$ cat src/rtl/rom_128x8_pkg.sv
// Shared definitions for the 128x8 constant lookup table.
// Latency: n/a (types, parameters and the content function only).
// Backpressure: n/a.
//
// Holds the geometry and the single source of truth for the table contents,
// so the RTL table and any golden model are built from the same rule.
package rom_128x8_pkg;

  localparam int ADDR_W = 7;
  localparam int DATA_W = 8;
  localparam int DEPTH  = 1 << ADDR_W;

  // Content rule: ((a * 29) mod 256) XOR 0x5A.
  // 29 is odd, so the multiply is a bijection mod 256 and every word is distinct.
  localparam logic [DATA_W-1:0] ROM_MULT = 8'd29;
  localparam logic [DATA_W-1:0] ROM_MASK = 8'h5A;

  function automatic logic [DATA_W-1:0] rom_word(input logic [ADDR_W-1:0] a);
    logic [DATA_W-1:0] prod;
    // 8-bit operands in an 8-bit context: the product truncates to the low byte.
    prod = {1'b0, a} * ROM_MULT;
    return prod ^ ROM_MASK;
  endfunction

endpackage

$ cat src/rtl/rom_128x8.sv
// 128-word x 8-bit read-only lookup table with a registered read port.
// Latency: 1 cycle from the address-sample edge to valid data; data holds between edges.
// Backpressure: none (no enable or handshake; a new word is read every cycle).
//
// Ports:
//   clk      - single clock, rising-edge
//   rst      - synchronous active-high reset; forces data to 8'h00 and wins over a read
//   address  - 7-bit word address, sampled on the rising edge
//   data     - 8-bit registered read data
module rom_128x8
  import rom_128x8_pkg::*;
(
  input  logic              clk,
  input  logic              rst,
  input  logic [ADDR_W-1:0] address,
  output logic [DATA_W-1:0] data
);

  // Constant table elaborated from the package content rule; synthesis folds
  // each entry to a constant, leaving a pure decode feeding the output register.
  logic [DATA_W-1:0] rom_table [DEPTH];

  for (genvar g = 0; g < DEPTH; g++) begin : g_rom
    assign rom_table[g] = rom_word(ADDR_W'(g));
  end

  // The full 7-bit address range maps onto the 128 entries, so no range check
  // or wrap logic is needed.
  always_ff @(posedge clk) begin
    if (rst) begin
      data <= '0;
    end else begin
      data <= rom_table[address];
    end
  end

endmodule

$ cat config.mk
export PLATFORM = sky130hd
export DESIGN_NAME = rom_128x8
export DESIGN_NICKNAME = d
export VERILOG_FILES = /design/src/rtl/rom_128x8_pkg.sv /design/src/rtl/rom_128x8.sv
export SDC_FILE = /design/constraint.sdc
export NUM_CORES = 1
export LEC_CHECK = 0
export BUFFER_PORTS_ARGS = -buffer_cell sky130_fd_sc_hd__buf_2
export CELL_PAD_IN_SITES_DETAIL_PLACEMENT = 0
export CELL_PAD_IN_SITES_GLOBAL_PLACEMENT = 1
export CORE_MARGIN = 2
export CORE_UTILIZATION = 40
export DETAILED_ROUTE_END_ITERATION = 7
export PLACE_DENSITY_LB_ADDON = 0.1
export SLEW_MARGIN = 10
export SYNTH_ARGS = -nofsm -noshare
export SYNTH_HDL_FRONTEND = slang
export SYNTH_SLANG_ARGS = --single-unit
$ cat constraint.sdc
create_clock -name clk -period 2.28 [get_ports clk]
set_input_delay 0.456 -clock clk [delete_from_list [all_inputs] [get_ports clk]]
set_output_delay 0.456 -clock clk [all_outputs]
set_load 0.01 [all_outputs]
# Yosys cells after proc, flatten, opt, wreduce, memory -nomap -nowiden
# Memories as Yosys holds them, arrays and structs flattened. A register that Yosys moved wholly into a read port is not among the register bits.
# Index checks and enable logic that the tools add are counted.
totals:
  register_bits: 0
  latch_bits: 0
  ram_bits: 0
  out_inout_bits: 8
  rom_bits: 1024
  input_bits: 9
  elab_cells: 2
  mem_count: 1
memory_table:
  columns: ["name", "words", "word_bits", "rd", "rd_ports_with_merged_regs", "write_ports", "line", "rtl"]
  rows:
  - ["(name not given)", 128, 8, 1, 1, 0, "rom_128x8.sv:33", "data <= rom_table[address];"]
classes:
  muxes: 0
  eq_ne: 0
  n_reduce_logical: 0
  magnitude_cmp: 0
  add_sub_neg: 0
  n_bitwise: 1
  n_mul: 0
  div: 0
  shifts: 0
op_table:
  columns: ["op", "n"]
  rows:
  - ["$not A7 Y8", 1]

# Depth between registers and ports, before layout
# Gate-level depths: netlist of run 1.
depth:
  depth_word: 1
  mapped_depth: 8
  mapped_depth_nobuf: 7

# Worst setup path before layout of run 1
# Ideal clock, no wire load.
synth_path:
  path_type: "in2reg"
  startpoint: "input port address[1]"
  endpoint: "register data[6]"
  t_required_ns: 2.205
  n_path_buf: 0
  setup_time_ns: 0.075
  stages: 7
  path_slack_ns: 0.555
  arrival_ns: 1.650
  cell_sequence: "inv_1 -> ha_1 -> inv_1 -> mux4_2 -> nor2_1 -> a311oi_1 -> o22ai_1"
synth_between:
  elab_chain_cells: 1
synth_lines:
  columns: ["element", "line", "rtl"]
  rows:
  - ["start, declared", "rom_128x8.sv:15", "input logic [ADDR_W-1:0] address,"]
  - ["$not A7 Y8 (implied by the code)", "rom_128x8.sv:33", null]
  - ["end, declared", "rom_128x8.sv:16", "output logic [DATA_W-1:0] data"]
# No other way between the ends.

# Worst setup path after layout of run 1
# Same ends and word-level chain as after synthesis.

==> results of run 1 <==
-- report_power, final --
part	switching (mW)	internal [mW]
sequential	0.00208	0.152
combinational	0.104	0.0734
clock	0.0427	0.0599
-- critical path, stage by stage --
cell and delay [ps]:
buf_2 190, inv_1 90, ha_1 410, nand2b_1 170, a211oi_1 70, a2111oi_1 420
o22ai_1 140
-- cells in the mapped netlist (all sizes together) --
| library cell | count |
|---|---|
| nor2 | 14 |
| buf | 11 |
| ha | 10 |
| nand2 | 10 |
| a21oi | 9 |
| dfxtp | 8 |
| a211oi | 6 |
| o21ai | 6 |
| inv | 5 |
| xnor2 | 5 |
| o211ai | 4 |
| a31oi | 3 |
| mux2i | 3 |
| nand3 | 3 |
| nand3b | 3 |
| a2111oi | 2 |
| a211o | 2 |
| a311oi | 2 |
| and3 | 2 |
| nand2b | 2 |
| nor2b | 2 |
| nor3 | 2 |
| o22ai | 2 |
| a21boi | 1 |
| a221o | 1 |
| a221oi | 1 |
| a31o | 1 |
| clkbuf | 1 |
| mux4 | 1 |
| nor3b | 1 |
| o2111ai | 1 |
-- metal layers --
layer / global-route usage / vias up / routed length (um)
met5: 0 / - / 0
met4: 0.0556 / 0 / 0
met3: 0.00847 / 0 / 174
met2: 0.282 / 38 / 1030
met1: 0.276 / 414 / 1090
li1: - / 473 / -
-- layout make-up --
class | instances | area (sq um)
Clock buffer | 3 | 22.5
Fill cell | 248 | 1210
Inverter | 5 | 18.8
Multi-Input combinational cell | 99 | 699
Sequential cell | 8 | 160
Tap cell | 28 | 35.0
Timing Repair Buffer | 20 | 110
-- placed cells by master, fill, tap and decap left out, types with 2 or more instances in the layout --
cell type  synthesis  routed
ha_1              10      10
o21ai_1            2       2
nand3_1            3       3
mux2i_1            3       3
inv_2              2       2
buf_4              1       4
a31oi_1            3       3
o211ai_1           4       4
clkbuf_4           0       3
buf_2              4      16
a21oi_1            9       9
a311oi_1           2       2
nor3_1             2       2
inv_1              3       3
nand2b_1           2       2
xnor2_1            5       5
o21ai_0            4       4
a2111oi_1          2       2
nand2_1           10      10
a211oi_1           6       6
dfxtp_1            8       8
nand3b_1           3       3
o22ai_1            2       2
nor2_1            14      14
and3_1             2       2
-- cells by family (layout without fill, tap and decap cells) --
group	after synthesis	after routing	synth area share
AOI/OAI and AO/OA	41	41	0.294
xor gates and xnor gates	5	5	0.0448
adders and majority gates	10	10	0.128
buffers and inverters	17	28	0.120
DFF	8	8	0.164
muxes	4	4	0.0538
and+or+nand+nor	39	39	0.195
-- worst paths after layout --
check | from | end | slack, ps
max | address[1] | data[6] | 440
min | rst | data[0] | 490
-- per-stage QoR --
stage	area [sq um]	hold WS [ps]	cells	util	total power, mW
2_1_floorplan	977	593	124	-	0.295
3_3_place_gp	1020	756	160	0.454	0.335
3_5_place_dp	1020	754	160	0.454	0.334
4_1_cts	1050	491	163	0.464	0.441
5_1_grt	1050	520	163	0.464	0.471
6_report	1050	494	163	0.464	0.435
==> run_results.csv, run 1 <==
group,metric,value,unit
logic_synthesis,yosysWarnings,0,
timing,finalHoldViolCount,0,
die,io-pin-count,17,
global_route,grt-ovfl-total,0,
global_route,antenna_found_initial,0,
logic_synthesis,yosysSeqAreaShare,0.164,
pwr,peakVddDrop,0.000296,V
worst_setup_path,cp.required,2400,ps
pwr,p_leak,0.456,nW
die,num_rows,17,
logic_synthesis,synthCells,124,
timing,slew_violations,0,
route,vias_per_cell,5.67,
worst_setup_path,cp-start-kind,"input pin",
global_route,grt_max_degree,22,
pwr,pwr_density_cell,416,nW/um^2
layout,diodes,0,
logic_synthesis,ys_top_cells_by_area,"dfxtp_1 16%, ha_1 13%, buf_6 6.9%",
timing,fin_ws,441,ps
worst_setup_path,cp.arrival,1960,ps
layout,layout.nets,156,
die,fp.coreArea,2250,sq um
timing,finalWorstPathRequiredPeriod,1840,ps
global_route,grt_pass1_wl,3.93,mm
min_path,hp-class,"in -> reg",
route,drt_iter0_markers,38,
worst_setup_path,critPathMaxFanout,10,
clocking,cts_buffers,3,
placed_design,place_congestion,0.782,
route,final_antenna_net_count,0,
layout,regMostFlops,"data",
clocking,root_buffer,"clkbuf_4",
timing,worst_pin_slew,405,ps
clocking,cts_hold_buf,0,
placed_design,hpwl,1.70,mm
run_status,status,"finished clean",
clocking,cts-htree-levels,1,
clocking,cts_resized,0,
job,max_cap_violations,0,
worst_setup_path,endpoint_kind,"register",
timing,finalSetupViolCount,0,
logic_synthesis,syn_area_per_cell,7.88,sq um
route,wire_per_inst,14.1,um
logic_synthesis,syn_nets,143,
worst_setup_path,path_class,"in -> reg",
route,drc_errors,0,
layout,largest_reg_flops,8,
clocking,clock_sinks,8,
clocking,clk_pin_slew_worst_paths,50,ps
global_route,grt_usage,0.185,
die,start_util,0.433,
timing,rsz0062_at_grt,"false",
timing,fmax,544,MHz
die,die-area,2850,sq um
clocking,cts_tree,"yes",
clocking,clk_path_buf_depth,2,
die,die_width,53.4,um
logic_synthesis,netlist_area,977,sq um
die,dieHeight,53.4,um
logic_synthesis,ys_ff_latch,8,
placed_design,numPortBuffers,16,
global_route,grt_pass1_vias,840,
placed_design,dp_slack,238,ps
route,num_vias,925,
route,wirelength,2.29,mm
clocking,post_cts_buffers,0,
timing,max_slew_margin,0.730,
layout,final_layout_size_suffix_gt1_frac,0.215,
logic_synthesis,synth.top_cell.area_share,0.164,
logic_synthesis,yosys.area.top_type,"dfxtp_1",
layout,top_regs,"data x8",
layout,area_growth,7.04,%
timing,setup_tns,0,ps
timing,post-route-period-util,0.807,
route,drtPass1Iterations,4,
min_path,hold_depth,2,
logic_synthesis,synthDistinctLibCells,37,
Note: power is estimated with default switching activity, not from simulation.
==> run 2, diff against run 1 <==
Clock period 2.28 ns to 1.9 ns, I/O delays scaled along.
==> run 2 against run 1 <==
Setup slack worse by 200 ps. Power increased by 22%. Global-route usage up 0.19 points. Cell count rose by 3.1%. Critical path depth stayed put. Sequential power rose by 21%. First-iteration DRC count shrank 50%. Cell area rose by 3.6%. Flip-flop and latch count did not move. Routed wire length rose by 2.6%. Die area unchanged. Count of clock-buffer cells in the layout unchanged. Critical path type unchanged. Largest cell class unchanged.
==> run_results.csv, run 2 (synthesis gave the netlist of run 1 again) <==
group,metric,value,unit
run_status,status,"finished clean",
layout,final_common_cell,"buf_2",
global_route,antenna_found_initial,0,
timing,holdWs,414,ps
clocking,clock_sinks,8,
die,start_util,0.433,
clocking,cts-htree-levels,1,
clocking,post_cts_buffers,0,
timing,max_slew_margin,0.749,
worst_setup_path,cp-start-kind,"input pin",
global_route,grt_pass1_wl,3.92,mm
route,vias_per_cell,5.52,
placed_design,hpwl,1.81,mm
worst_setup_path,cp-startpoint,"address[1]",
clocking,cts_tree,"yes",
die,fp.coreArea,2250,sq um
pwr,p_leak,0.480,nW
layout,layout.nets,161,
job,max_cap_violations,0,
route,drt_iter0_markers,19,
layout,largest_reg_flops,8,
worst_setup_path,cp.arrival,1790,ps
pwr,peakVddDrop,0.000313,V
timing,finalSetupViolCount,0,
layout,final_layout_size_suffix_gt1_frac,0.243,
timing,finalWorstPathRequiredPeriod,1660,ps
global_route,grt_pass1_vias,829,
die,die_width,53.4,um
route,num_vias,927,
worst_setup_path,critPathMaxStageDelay,410,ps
min_path,hp-class,"in -> reg",
die,io-pin-count,17,
clocking,clk_path_buf_depth,2,
worst_setup_path,path_class,"in -> reg",
timing,fmax,602,MHz
global_route,grt-ovfl-total,0,
timing,rsz0062_at_grt,"false",
route,wire_per_inst,14.0,um
placed_design,place_congestion,0.823,
worst_setup_path,cp.required,2030,ps
layout,area_growth,10.9,%
worst_setup_path,critPathMaxFanout,8,
worst_setup_path,crit_path_top_delay_cell,"ha_1",
timing,finalHoldViolCount,0,
worst_setup_path,crit_path_end,"data[6]",
global_route,grt_max_degree,26,
timing,slew_violations,0,
route,drc_errors,0,
route,final_antenna_net_count,0,
layout,multi_input_area,699,sq um
timing,post-route-period-util,0.874,
worst_setup_path,path_cells,"buf_2, inv_1, ha_1, nand2b_1, a211oi_1, a2111oi_1, o22ai_1",
clocking,cts_resized,0,
die,num_rows,17,
global_route,grt_usage,0.187,
die,die-area,2850,sq um
layout,regMostFlops,"data",
layout,top_regs,"data x8",
route,drtPass1Iterations,4,
clocking,clk_pin_slew_worst_paths,50,ps
layout,fillers,257,
timing,fin_ws,239,ps
pwr,pwr_density_cell,489,nW/um^2
timing,worst_pin_slew,376,ps
route,wirelength,2.35,mm
layout,diodes,0,
clocking,root_buffer,"clkbuf_4",
layout,seq_area,160,sq um
clocking,cts_hold_buf,0,
placed_design,numPortBuffers,16,
placed_design,dp_slack,-1.17,ps
worst_setup_path,endpoint_kind,"register",
clocking,cts_buffers,3,
layout,layout_common_cells,"16 x buf_2, 14 x nor2_1, 10 x nand2_1, 10 x ha_1",
die,dieHeight,53.4,um
## run 2: changes by cell type in the layout (fill, tap and decap cells not counted)
| cell | delta |
|---|---|
| buf_4 | +5 |
## run 2: through the flow
step	cell area (sq um)	util	TNS, ps	total power, mW	cells
after floorplan	977	-	0	0.354	124
after global placement	1060	0.471	0	0.409	165
after detailed placement	1060	0.471	-1.17	0.409	165
after CTS	1080	0.481	0	0.533	168
after global routing	1080	0.481	0	0.567	168
final	1080	0.481	0	0.530	168
## run 2: power breakdown
group          switching, mW  internal (mW)  total [mW]
clock network         0.0511         0.0718       0.123
logic                  0.126         0.0948       0.221
registers            0.00288          0.183       0.186
## run 2: layer usage
layer / track usage / wire length, um / up-vias
li1: - / - / 484
met1: 0.253 / 1170 / 416
met2: 0.319 / 1090 / 27
met3: 0.00847 / 99 / 0
met4: 0.0513 / 0 / 0
met5: 0 / 0 / -
## run 2: worst min path at each step
stage / end / slack, ps / cells after the start / start
floorplan: data[2] / 520 / 2 / address[0]
global placement: data[0] / 670 / 2 / rst
detailed placement: data[0] / 670 / 2 / rst
CTS: data[0] / 410 / 2 / rst
global route: data[2] / 450 / 2 / rst
finish: data[0] / 410 / 2 / rst
## run 2: final cells by class
type / count / share of cell area
multi-input combinational: 99 / 0.645
sequential: 8 / 0.148
timing repair buffer: 25 / 0.136
tap: 28 / 0.0323
clock buffer: 3 / 0.0208
inverter: 5 / 0.0173
## run 2: critical path, delay by kind of cell
family	cells	cell delay, ps
compound gates	3	600
fa+ha+maj	1	410
buf+inv	2	240
simple gates	1	150
